===== src/rtl/clk_div_ctrl.sv =====
// Programmable clock divider with glitch-free start/stop and divisor updates.
// Optional period counter: define CLK_DIV_CTRL_PCNT_EN.
module clk_div_ctrl #(
  parameter int W           = 8,
  parameter int DEFAULT_DIV = 3
) (
  input  logic         clk_in,
  input  logic         reset,
  input  logic         enable,
  input  logic [W-1:0] div_val,
  input  logic         div_valid,
  output logic         div_ready,
  output logic         clk_out,
  output logic         tick,
  output logic         busy,
  output logic         err
`ifdef CLK_DIV_CTRL_PCNT_EN
  ,
  input  logic         pcnt_clr,
  output logic [15:0]  period_cnt
`endif
);

  localparam logic [0:0] IDLE = 1'b0;
  localparam logic [0:0] RUN  = 1'b1;
  localparam logic [W-1:0] ONE = W'(1);
  localparam logic [W-1:0] TWO = W'(2);

  logic [0:0]   state_q, state_d;
  logic [W-1:0] cur_q, cur_d;
  logic [W-1:0] ph_q, ph_d;
  logic [W-1:0] pdiv_q, pdiv_d;
  logic         pend_q, pend_d;
  logic         clk_q, clk_d;
  logic         tick_q, tick_d;
  logic         err_q, err_d;
  logic [W-1:0] hi;
  logic         acc;

  assign hi  = cur_q - (cur_q >> 1);
  assign acc = div_valid && !pend_q;

  always_comb begin
    state_d = state_q;
    cur_d   = cur_q;
    ph_d    = ph_q;
    pdiv_d  = pdiv_q;
    pend_d  = pend_q;
    clk_d   = clk_q;
    tick_d  = 1'b0;
    err_d   = 1'b0;
    if (acc) begin
      if (div_val >= TWO) begin
        pend_d = 1'b1;
        pdiv_d = div_val;
      end else begin
        err_d = 1'b1;
      end
    end
    unique case (state_q)
      IDLE: begin
        ph_d  = '0;
        clk_d = 1'b0;
        if (pend_q) begin
          cur_d  = pdiv_q;
          pend_d = 1'b0;
        end
        if (enable) begin
          state_d = RUN;
          clk_d   = 1'b1;
          tick_d  = 1'b1;
        end
      end
      RUN: begin
        if (ph_q == cur_q - ONE) begin
          // a pending divisor is only applied at a period boundary
          if (pend_q) begin
            cur_d  = pdiv_q;
            pend_d = 1'b0;
          end
          ph_d = '0;
          if (!enable) begin
            state_d = IDLE;
            clk_d   = 1'b0;
          end else begin
            clk_d  = 1'b1;
            tick_d = 1'b1;
          end
        end else begin
          ph_d  = ph_q + ONE;
          clk_d = (ph_d < hi);
        end
      end
      default: state_d = IDLE;
    endcase
  end

  always_ff @(posedge clk_in) begin
    if (reset) begin
      state_q <= IDLE;
      cur_q   <= W'(DEFAULT_DIV);
      ph_q    <= '0;
      pdiv_q  <= '0;
      pend_q  <= 1'b0;
      clk_q   <= 1'b0;
      tick_q  <= 1'b0;
      err_q   <= 1'b0;
    end else begin
      state_q <= state_d;
      cur_q   <= cur_d;
      ph_q    <= ph_d;
      pdiv_q  <= pdiv_d;
      pend_q  <= pend_d;
      clk_q   <= clk_d;
      tick_q  <= tick_d;
      err_q   <= err_d;
    end
  end

  assign div_ready = !pend_q;
  assign clk_out   = clk_q;
  assign tick      = tick_q;
  assign busy      = (state_q != IDLE);
  assign err       = err_q;

`ifdef CLK_DIV_CTRL_PCNT_EN
  logic [15:0] cnt_q;

  always_ff @(posedge clk_in) begin
    if (reset || pcnt_clr) begin
      cnt_q <= '0;
    end else if (tick_q && cnt_q != 16'hFFFF) begin
      cnt_q <= cnt_q + 16'd1;
    end
  end

  assign period_cnt = cnt_q;
`endif

endmodule


===== config.mk =====
export PLATFORM = sky130hd
export DESIGN_NAME = clk_div_ctrl
export DESIGN_NICKNAME = d
export VERILOG_FILES = /design/src/rtl/clk_div_ctrl.sv
export SDC_FILE = /design/constraint.sdc
export NUM_CORES = 1
export LEC_CHECK = 0
export ABC_AREA = 1
export BUFFER_PORTS_ARGS = -buffer_cell sky130_fd_sc_hd__buf_2
export CAP_MARGIN = 20
export CORE_MARGIN = 2
export CORE_UTILIZATION = 35
export CTS_BUF_LIST = sky130_fd_sc_hd__clkbuf_8
export CTS_CLUSTER_DIAMETER = 100
export CTS_CLUSTER_SIZE = 10
export DETAILED_ROUTE_END_ITERATION = 8
export SKIP_LAST_GASP = 1
export SLEW_MARGIN = 20
export SYNTH_ARGS = -nofsm -noshare
export SYNTH_HDL_FRONTEND = slang
export SYNTH_SLANG_ARGS = --single-unit

===== constraint.sdc =====
create_clock -name clk_in -period 3.1 [get_ports clk_in]
set_input_delay 0.155 -clock clk_in [delete_from_list [all_inputs] [get_ports clk_in]]
set_output_delay 0.155 -clock clk_in [all_outputs]
set_load 0.01 [all_outputs]

==> run_results.csv <==
group,metric,value,unit
global_route,grt_max_degree,19,
setup_path,cp_data_arrival_time,2.84,ns
global_route,grt_pass1_wl,7.09,mm
run,maxCapViolCount,0,
setup_path,cp_max_fo,6,
sta,fin_setup_tns,0,ns
clock_network,cts_sinks,29,
clock_network,path_clk_slew,0.06,ns
layout,fillers,614,
clock_network,cts_resized,0,
floorplan,initial_core_util,36.6,%
pwr,finalPower,0.00110,W
clock_network,cts_tree,"yes",
layout,syn_to_final_growth,11.0,%
pwr,power.leakage,1.14,nW
logic_synthesis,avgSynthCellArea,6.60,um^2
global_route,grt_pass1_vias,1642,
setup_path,crit_path_end_kind,"flip-flop",
placement,dpl.hpwl,3.35,mm
setup_path,cp.required,3.32,ns
clock_network,cts_made_buffers,5,
layout,final_cell_mix,"79 x nand2_1, 51 x inv_1, 31 x nor2_1",
sta,relSlewSlack,63.7,%
logic_synthesis,synth_top_cell_by_area,"dfxtp_1",
placement,gp_congestion,0.887,
global_route,grt_usage,14.0,%
clock_network,clkLatencyLatePin,0.27,ns
logic_synthesis,yosys.area.top_type_share,28.5,%
drt,drt-total-wl,4.09,mm
logic_synthesis,synth.net_count,345,
floorplan,die_x,80.3,um
drt,route.vias.total,1812,
floorplan,die_height,80.3,um
floorplan,std_cell_rows,27,
drt,dr.pass1.iters,4,
logic_synthesis,ys_ff_latch,29,
logic_synthesis,synth_edf_count,0,
floorplan,design.core.area,0.00557,mm^2
clock_network,cts_root_buf,"clkbuf_8",
layout,diodes,0,
status,status,"complete, no violations",
sta,tightestPinTransition,0.544,ns
drt,drt_iter0_drc,85,
hold_path,hp-class,"in2reg",
logic_synthesis,ys_warn_count,0,
sta,rsz0062_at_grt,"false",
placement,io_buffers,16,
logic_synthesis,netlist_area,0.00204,mm^2
layout,final_common_cell,"nand2_1",
layout,nNetsFinal,363,
pwr,ir_drop,0.350,mV
clock_network,htreeDepth,2,
logic_synthesis,syn-instance-count,309,
logic_synthesis,synth_seq_area_share,28.5,%
layout,drive_above_1_share,9.17,%
floorplan,die-area,0.00645,mm^2
sta,fmax,0.382,GHz
drt,ant_nets,0,
sta,hold_viol,0,
global_route,gr-total-overflow,0,
global_route,antenna_found_initial,0,
sta,period_share,84.4,%
drt,drc_errors,0,
sta,setup_viol,0,
sta,min_period,2.62,ns
logic_synthesis,ys_types,25,
floorplan,io_pins,17,
drt,viasPerCell,4.54,
setup_path,crit_type,"reg2reg",
sta,slew_violations,0,
pwr,power_density,485,mW/mm^2
clock_network,clk_path_buf_depth,2,
logic_synthesis,ys_async_sr_fraction,0,%
setup_path,start_kind,"flip-flop",
logic_synthesis,yosys-top-cells-area,"dfxtp_1 28%, nand2_1 15%, ha_1 14%, inv_1 9.2%, a21oi_1 6.1%",
sta,fin_skew,0.00515,ns
clock_network,cts_hold_buffers,0,
clock_network,cts_setup_buffers,0,
drt,drt-wirelength-per-cell,10.2,um
logic_synthesis,synthFlopType,"dfxtp_1",
## cells in the mapped netlist (2+ instances only)
cell	n
nand3_1	24
nor3_1	5
a21oi_1	25
xor2_1	10
dfxtp_1	29
inv_1	50
o21ai_0	13
nand2_1	79
nor2_1	31
clkbuf_1	2
ha_1	23
nand2_2	5
## power breakdown
part           leakage [nW]  switching, W  internal (W)
Combinational         0.855      0.000227      0.000145
Clock                0.0485      0.000125      0.000172
Sequential            0.238     0.0000281      0.000401
## state kept, by name (all words and copies together), names as in the netlist
signal   cells
tick         1
pend_q       1
err          1
clk_out      1
cur_q        8
busy         1
pdiv_q       8
ph_q         8
## metal layers
layer | wire, um | GRT usage (%) | share of wire, % | vias up
li1 | - | - | - | 1001
met2 | 1920 | 24.3 | 47 | 21
met3 | 116 | 2.36 | 2.8 | 6
met1 | 1990 | 17.5 | 49 | 784
met4 | 57 | 4.58 | 1.4 | 0
met5 | 0 | 0 | 0 | -
## worst paths after layout
kind,end,slack (ns),cells past startpoint,start
max reg2reg,clk_out,0.48,12,cur_q[2]
min,err,0.08,2,reset
min reg2reg,pdiv_q[6],0.45,2,pdiv_q[6]
max,clk_out,0.48,12,cur_q[2]
## cell families after synthesis
kind of cell / after synthesis / share of synthesized area, %
fa+ha+maj: 24 / 15.1
buf+inv: 56 / 10.9
xor+xnor: 11 / 4.72
simple gates: 149 / 30.7
flops: 29 / 28.5
compound gates: 40 / 10.1
## critical path, stage by stage (launching register included)
cell and delay [ns]:
dfxtp_1 0.42, inv_1 0.17, ha_1 0.37, o31ai_1 0.41, a21oi_1 0.12, o21ai_0 0.21
xor2_1 0.18, ha_1 0.26, a21oi_1 0.14, nand2_1 0.07, nand2_1 0.05, nand4_1 0.09
nand2_1 0.07
## through the flow
stage | instance area, um^2 | util (%) | setup WS [ns] | std cells | hold slack (ns)
floorplan | 2040 | - | 0.827 | 309 | 0.232
global placement | 2180 | 39.1 | 0.603 | 392 | 0.367
CTS | 2260 | 40.6 | 0.469 | 399 | 0.0766
finish | 2260 | 40.6 | 0.484 | 399 | 0.0850
detailed placement | 2180 | 39.1 | 0.505 | 392 | 0.369
global route | 2260 | 40.6 | 0.273 | 399 | 0.0909
## final cells by class
cell class / count / area, um^2 / share of cell area, %
Multi-Input combinational cell: 224 / 1240 / 54.6
Clock inverter: 1 / 3.75 / 0.166
Timing Repair Buffer: 16 / 80.1 / 3.54
Tap cell: 72 / 90.1 / 3.98
Clock buffer: 6 / 82.6 / 3.65
Sequential cell: 29 / 581 / 25.6
Inverter: 51 / 191 / 8.45
No activity file was read; power rests on OpenSTA's default activity.
